**src/rtl/pia_bus_arbiter.sv**
```systemverilog
`default_nettype none
// ============================================================================
//  Module      : pia_bus_arbiter
//  Description : Shares the PIA register port between the 6502 CPU (priority)
//                and the debug/OSD host channel. Debug takes idle CPU cycles
//                or is forced in after a bounded starvation window while the
//                CPU is stalled.
//  Revision    : 1.0 - initial release
// ============================================================================
module pia_bus_arbiter #(
  parameter int STARVE_MAX = 4,
  parameter int AW         = 7
) (
  input  logic          clk_i,
  input  logic          rst_ni,
  input  logic          cpu_stb_i,
  input  logic          cpu_we_i,
  input  logic [AW-1:0] cpu_adr_i,
  input  logic [7:0]    cpu_dat_i,
  output logic [7:0]    cpu_dat_o,
  output logic          cpu_stall_o,
  input  logic          dbg_req_i,
  input  logic          dbg_we_i,
  input  logic [AW-1:0] dbg_adr_i,
  input  logic [7:0]    dbg_dat_i,
  output logic          dbg_ack_o,
  output logic [7:0]    dbg_dat_o,
  output logic          pia_stb_o,
  output logic          pia_we_o,
  output logic [AW-1:0] pia_adr_o,
  output logic [7:0]    pia_dat_o,
  input  logic [7:0]    pia_dat_i,
  output logic          gnt_dbg_o
);

  localparam int            CW           = $clog2(STARVE_MAX + 1);
  localparam logic [CW-1:0] C_STARVE_MAX = CW'(STARVE_MAX);

  typedef enum logic [0:0] {
    IDLE     = 1'b0,
    DBG_RESP = 1'b1
  } state_t;

  state_t        r_state;
  state_t        w_state_nxt;
  logic [CW-1:0] r_cnt;
  logic [CW-1:0] w_cnt_nxt;
  logic          r_dbg_we;
  logic [7:0]    r_dbg_dat;
  logic          w_dbg_gnt;
  logic          w_cpu_gnt;
  logic          w_dbg_rd_resp;

  // State register
  always_ff @(posedge clk_i or negedge rst_ni) begin
    if (!rst_ni) begin
      r_state <= IDLE;
    end else begin
      r_state <= w_state_nxt;
    end
  end

  // Grant decision and next state; reset gates every grant so the PIA port
  // stays quiet while rst_ni is low even though the port mux is combinational
  always_comb begin
    w_dbg_gnt   = 1'b0;
    w_cpu_gnt   = 1'b0;
    w_state_nxt = IDLE;
    if (rst_ni) begin
      case (r_state)
        IDLE: begin
          if (dbg_req_i && (!cpu_stb_i || (r_cnt == C_STARVE_MAX))) begin
            w_dbg_gnt   = 1'b1;
            w_state_nxt = DBG_RESP;
          end else begin
            w_cpu_gnt = cpu_stb_i;
          end
        end
        DBG_RESP: begin
          // The pending debug request is the one being acknowledged now
          w_cpu_gnt   = cpu_stb_i;
          w_state_nxt = IDLE;
        end
        default: w_state_nxt = IDLE;
      endcase
    end
  end

  // Starvation counter next value: counts CPU wins while debug waits
  always_comb begin
    w_cnt_nxt = r_cnt;
    if (w_dbg_gnt || !dbg_req_i) begin
      w_cnt_nxt = '0;
    end else if (w_cpu_gnt && (r_cnt != C_STARVE_MAX)) begin
      w_cnt_nxt = r_cnt + 1'b1;
    end
  end

  // Starvation counter register
  always_ff @(posedge clk_i or negedge rst_ni) begin
    if (!rst_ni) begin
      r_cnt <= '0;
    end else begin
      r_cnt <= w_cnt_nxt;
    end
  end

  // Remember the debug direction for the response cycle and keep the last
  // debug read value once the response cycle has passed
  always_ff @(posedge clk_i or negedge rst_ni) begin
    if (!rst_ni) begin
      r_dbg_we  <= 1'b0;
      r_dbg_dat <= 8'h00;
    end else begin
      if (w_dbg_gnt) begin
        r_dbg_we <= dbg_we_i;
      end
      if (w_dbg_rd_resp) begin
        r_dbg_dat <= pia_dat_i;
      end
    end
  end

  // The PIA returns read data the cycle after the strobe, which is the ack
  // cycle; it is passed through then and held from the register afterwards
  assign w_dbg_rd_resp = (r_state == DBG_RESP) && !r_dbg_we;
  assign dbg_ack_o     = (r_state == DBG_RESP);
  assign dbg_dat_o     = w_dbg_rd_resp ? pia_dat_i : r_dbg_dat;

  // PIA port mux of the granted requester, zero when idle
  always_comb begin
    pia_stb_o = w_dbg_gnt | w_cpu_gnt;
    pia_we_o  = 1'b0;
    pia_adr_o = '0;
    pia_dat_o = 8'h00;
    if (w_dbg_gnt) begin
      pia_we_o  = dbg_we_i;
      pia_adr_o = dbg_adr_i;
      pia_dat_o = dbg_dat_i;
    end else if (w_cpu_gnt) begin
      pia_we_o  = cpu_we_i;
      pia_adr_o = cpu_adr_i;
      pia_dat_o = cpu_dat_i;
    end
  end

  assign cpu_stall_o = w_dbg_gnt & cpu_stb_i;
  assign gnt_dbg_o   = w_dbg_gnt;
  assign cpu_dat_o   = pia_dat_i;

endmodule
`default_nettype wire
```
**config.mk**
```make
export PLATFORM = sky130hd
export DESIGN_NAME = pia_bus_arbiter
export DESIGN_NICKNAME = d
export VERILOG_FILES = /design/src/rtl/pia_bus_arbiter.sv
export SDC_FILE = /design/constraint.sdc
export NUM_CORES = 1
export LEC_CHECK = 0
export CAP_MARGIN = 30
export CELL_PAD_IN_SITES_DETAIL_PLACEMENT = 0
export CELL_PAD_IN_SITES_GLOBAL_PLACEMENT = 2
export CORE_MARGIN = 5
export CORE_UTILIZATION = 15
export CTS_CLUSTER_DIAMETER = 200
export CTS_CLUSTER_SIZE = 8
export DETAILED_ROUTE_END_ITERATION = 7
export MAX_ROUTING_LAYER = met4
export PLACE_DENSITY = 0.77
export SETUP_SLACK_MARGIN = 0.3
export SLEW_MARGIN = 20
export SYNTH_ARGS = -nofsm -noshare
export SYNTH_HDL_FRONTEND = slang
export SYNTH_SLANG_ARGS = --single-unit
export TNS_END_PERCENT = 100
```
**constraint.sdc**
```tcl
create_clock -name clk_i -period 1.7 [get_ports clk_i]
set_input_delay 0.34 -clock clk_i [delete_from_list [all_inputs] [get_ports clk_i]]
set_output_delay 0.34 -clock clk_i [all_outputs]
set_load 0.005 [all_outputs]
```
---- After elaboration in Yosys (flattened, before gate mapping) ----
Index checks and enable logic that the tools add are counted.
operators by class
  bitwise logic cells ..................... 3
  multiplexer cells ....................... 17
  reduce and logical (&&, ||, !) cells .... 9
  equality and inequality tests ........... 2
  $add $sub $neg .......................... 1
operator list
  cell                                                           number
  8-bit 2-to-1 mux                                               3
  7-bit 2-to-1 mux                                               2
  1-bit 2-to-1 mux                                               8
  3-bit 2-to-1 mux                                               2
  1-bit one-hot mux with 2 select lines                          2
  3-bit by 1-bit adder with 3-bit output, second input constant  1
  3-bit == test, second input constant                           1
  1-bit logical AND                                              3
  1-bit logical NOT                                              3
  3-bit != test, second input constant                           1
  1-bit logical OR                                               2
  2-bit nonzero test                                             1
  1-bit bitwise AND                                              1
  1-bit NOT                                                      1
  1-bit OR                                                       1
storage, ports and cells
  bits of input ports ..................... 44
  output and inout port bits .............. 36
  flip-flop bits (word level) ............. 13
  word-level logic and storage cells ...... 36

---- Longest topological paths before layout ----
  depth in word-level cells ............... 9
  gate-level depth with buffers ........... 6
  gate-level depth less buffers ........... 5

---- Least setup slack after synthesis ----
Ideal clock, no wire load.
  path kind ............................... register to output
  from .................................... reg r_cnt[0]
  to ...................................... out pia_adr_o[0]
  slack ................................... 0.072 ns
  path buffers ............................ 1
  required time ........................... 1.360 ns
  cell stages (with the launch flop) ...... 7
  arrival ................................. 1.288 ns
  cells stage by stage .................... dfrtp_1 inv_1 ha_1 and2_4 a31oi_4 buf_6 a22o_1
on the way
  cells in the longest elaborated chain, start to end .. 8
  elaborated cells between the ends (all ways) .. 11
  those cells by class .................... eq/ne: 1; mux: 8; reduce/logical: 2
RTL lines
  element                                RTL line  text
  start: declaration                     46        logic [CW-1:0] r_cnt;
  start signal: assignment               104       r_cnt <= w_cnt_nxt;
  3-bit == test (*)                      72        if (dbg_req_i && (!cpu_stb_i || (r_cnt == C_STARVE_MAX))) begin
  1-bit logical OR (*)                   72
  1-bit logical AND (*)                  72
  1-bit 2-to-1 mux                       72
  1-bit one-hot mux with 2 select lines  70        case (r_state)
  1-bit 2-to-1 mux                       69        if (rst_ni) begin
  7-bit 2-to-1 mux                       140       end else if (w_cpu_gnt) begin
  7-bit 2-to-1 mux (*)                   136       if (w_dbg_gnt) begin
  end: declaration                       30        output logic [AW-1:0] pia_adr_o,
Mark *: on every way between the ends. The rest lies on a longest branch, timed or not.

---- Worst setup path in the final report ----
  from .................................... reg r_cnt[1]
  to ...................................... out pia_adr_o[5]
Same word-level chain as after synthesis.

==> flow_metrics.env <==
export IMPL_skew_ns=0.00122
export IMPL_arrival_ns=1.66
export IMPL_ys_warnings_count=0
export IMPL_rr_startpoint="r_cnt[1]$_DFFE_PN0P_"
export IMPL_finalMaxSlewViolations=0
export IMPL_htree_num_levels=1
export IMPL_cts_tree="done"
export IMPL_slew_headroom_pct=76.4
export IMPL_r2r_end="r_dbg_we$_DFFE_PN0P_"
export IMPL_fillCellCount=555
export IMPL_startpoint_type="flop"
export IMPL_drive_above_1_share_pct=51.9
export IMPL_cts_made_buffers=3
export IMPL_finalHoldViolCount=0
export IMPL_layout_commonest_cell="clkdlybuf4s50_1"
export IMPL_die_width_um=84.9
export IMPL_fin_nets=234
export IMPL_grt_max_degree=16
export IMPL_multi_input_area_sq_um=503
export IMPL_max_freq_ghz=0.499
export IMPL_dpl_cell_count=233
export IMPL_area_delta_synth_final_pct=154
export IMPL_postSynthAreaPerCell_sq_um=11.1
export IMPL_mostFrequentLayoutCells="36 x clkdlybuf4s50_1, 28 x buf_6, 18 x buf_2, 16 x a22o_1, 15 x buf_4"
export IMPL_dieArea_sq_mm=0.00720
export IMPL_worst_setup_path_end_kind="primary output"
export IMPL_cp_required_ns=1.36
export IMPL_syn_num_nets=122
export IMPL_p_leak_nw=1.01
export IMPL_yosys_area_top_type="dfrtp_1"
export IMPL_ctsHoldBuffers=0
export IMPL_period_share_pct=118
export IMPL_grt_overflow=0
export IMPL_grt_setup_unrepaired="yes"
export IMPL_boundaryPins=80
export IMPL_setup_ws_ns=-0.303
export IMPL_wl_per_cell_um=13.8
export IMPL_vias=1035
export IMPL_cts_sinks=13
export IMPL_clkTransAtPathRegs_ns=0.05
export IMPL_cts_path_max_buffers=2
export IMPL_holdCritPathClass="in2async"
export IMPL_die_h_um=84.9
export IMPL_status="finished with violations"
export IMPL_setup_viol=28
export IMPL_ys_types=25
export IMPL_dp_hpwl_um=2640
export IMPL_via_per_inst=4.00
export IMPL_layout_area_seq_sq_um=325
export IMPL_netlist_area_sq_um=841
export IMPL_worstMarginPinSlew_ns=0.351
export IMPL_core_sq_mm=0.00547
export IMPL_start_util_pct=15.4
export IMPL_std_cell_rows=27
export IMPL_place_ws_ns=-0.644
export IMPL_maxCapViolCount=0
export IMPL_stdcell_count=259
export IMPL_power_density_mw_per_mm2=588
export IMPL_yosys_area_top_type_share_pct=38.7
export IMPL_grt_pass1_vias=1194
export IMPL_vdd_drop_max_uv=733
export IMPL_violations="setup timing"
export IMPL_reg2reg_depth=10
export IMPL_grt_use_total_pct=10.2
export IMPL_ctsRootBufferMaster="clkbuf_8"
export IMPL_critPathMaxFanout=8
export IMPL_antenna_found_initial=0
export IMPL_drt_first_pass_iters=3
export IMPL_drt_initial_drc_count=27
export IMPL_io_buffers=79
export IMPL_clkLatencyLatePin_ns=0.24
export IMPL_finalPower_mw=1.26
export IMPL_reg2reg_slack_ns=-0.03
export IMPL_critPathKind="reg2out"
export IMPL_ys_seq_area_share_pct=38.7
export IMPL_period_minus_slack_ns=2.00
export IMPL_grt_pass1_wl_um=5710
export IMPL_drc=0
export IMPL_final_util_pct=39.1
export IMPL_antenna_left=0
export IMPL_diodes=0
export IMPL_synth_area_leaders="dfrtp_1 39%, a22o_1 17%, mux2_2 12%, buf_4 8.9%, ha_1 3.0%"
export IMPL_place_congestion=0.716
export IMPL_ys_seq_elements=13
export IMPL_postSynthCellCount=76
export IMPL_finalWirelength_um=3570
[flip-flops by register name, summed over array words and instances, names as in the netlist]
register and cells:
r_dbg_we 1, dbg_ack_o 1, r_dbg_dat 8, r_cnt 3
[per-stage QoR]
stage	instance area (sq um)	hold WS, ns	TNS [ns]
detailed placement	1810	0.484	-13.66
global placement	1810	0.480	-13.48
CTS	2100	0.250	-5.54
floorplan	851	0.0444	0
global route	2140	0.282	-6.87
finish	2140	0.250	-4.90
[cell families after synthesis]
| kind of cell | Yosys count | share of synthesized area [%] |
|---|---|---|
| AO/OA/AOI/OAI | 23 | 24.9 |
| buffers and inverters | 17 | 13.1 |
| flip-flops | 13 | 38.7 |
| AND/OR/NAND/NOR | 12 | 8.33 |
| multiplexers | 9 | 12.1 |
| adder cells (fa/ha/maj) | 2 | 2.98 |
[Yosys cell counts]
master / instances
a22o_1: 16
dfrtp_1: 13
buf_4: 10
mux2_2: 9
inv_1: 5
ha_1: 2
nand2_1: 2
o21ai_0: 2
a2111oi_0: 1
a211oi_1: 1
a211oi_2: 1
a21oi_2: 1
a31oi_4: 1
and2_4: 1
buf_2: 1
buf_6: 1
nand2_2: 1
nand2b_1: 1
nand3_1: 1
nand3b_1: 1
nand4_1: 1
nor2_1: 1
nor3_1: 1
or2b_1: 1
or3_1: 1
[final cells by class]
cell class,instances,share of cell area (%)
repair buffers,119,54.1
well taps,72,4.21
multi-input cells,46,23.5
clock buffers,4,2.11
inverters,5,0.877
flip-flops and latches,13,15.2
[routing by layer]
metal / vias up / part of all wire (%) / global-route usage (%) / routed length [um]
met1: 509 / 38 / 10.5 / 1340
met3: 2 / 3.3 / 2.04 / 117
met5: - / 0 / - / 0
met4: 0 / 0.28 / 0.863 / 10
met2: 28 / 59 / 20.3 / 2090
li1: 496 / - / - / -
[worst max-delay path, cell delays in order, from the launching register on]
cell and delay (ns):
dfrtp_1 0.38, inv_2 0.07, ha_4 0.15, and2_4 0.15, a31oi_4 0.09, buf_6 0.14
buf_16 0.13, a22o_1 0.17, buf_2 0.13
[how the worst max path moves through the flow]
stage,start,endpoint,cells past startpoint
floorplan,r_cnt[0]$_DFFE_PN0P_,pia_adr_o[0],6
global placement,cpu_stb_i,pia_dat_o[4],6
detailed placement,cpu_stb_i,pia_dat_o[3],6
CTS,r_cnt[0]$_DFFE_PN0P_,pia_adr_o[5],8
global route,r_cnt[1]$_DFFE_PN0P_,pia_adr_o[3],8
finish,r_cnt[1]$_DFFE_PN0P_,pia_adr_o[5],8
[repair_timing]
action	in CTS	in global routing
setup buffers	15	3
gates cloned	4	0
gates resized for setup	176	11
pin swaps	18	5
setup endpoints to repair	40	36
[report_power, final]
| part | switching (mW) | leakage (nW) | internal, mW |
|---|---|---|---|
| sequential | 0.0200 | 0.160 | 0.373 |
| combinational | 0.186 | 0.831 | 0.416 |
| clock | 0.0988 | 0.0228 | 0.165 |
Power figures use the tool's default switching activity.
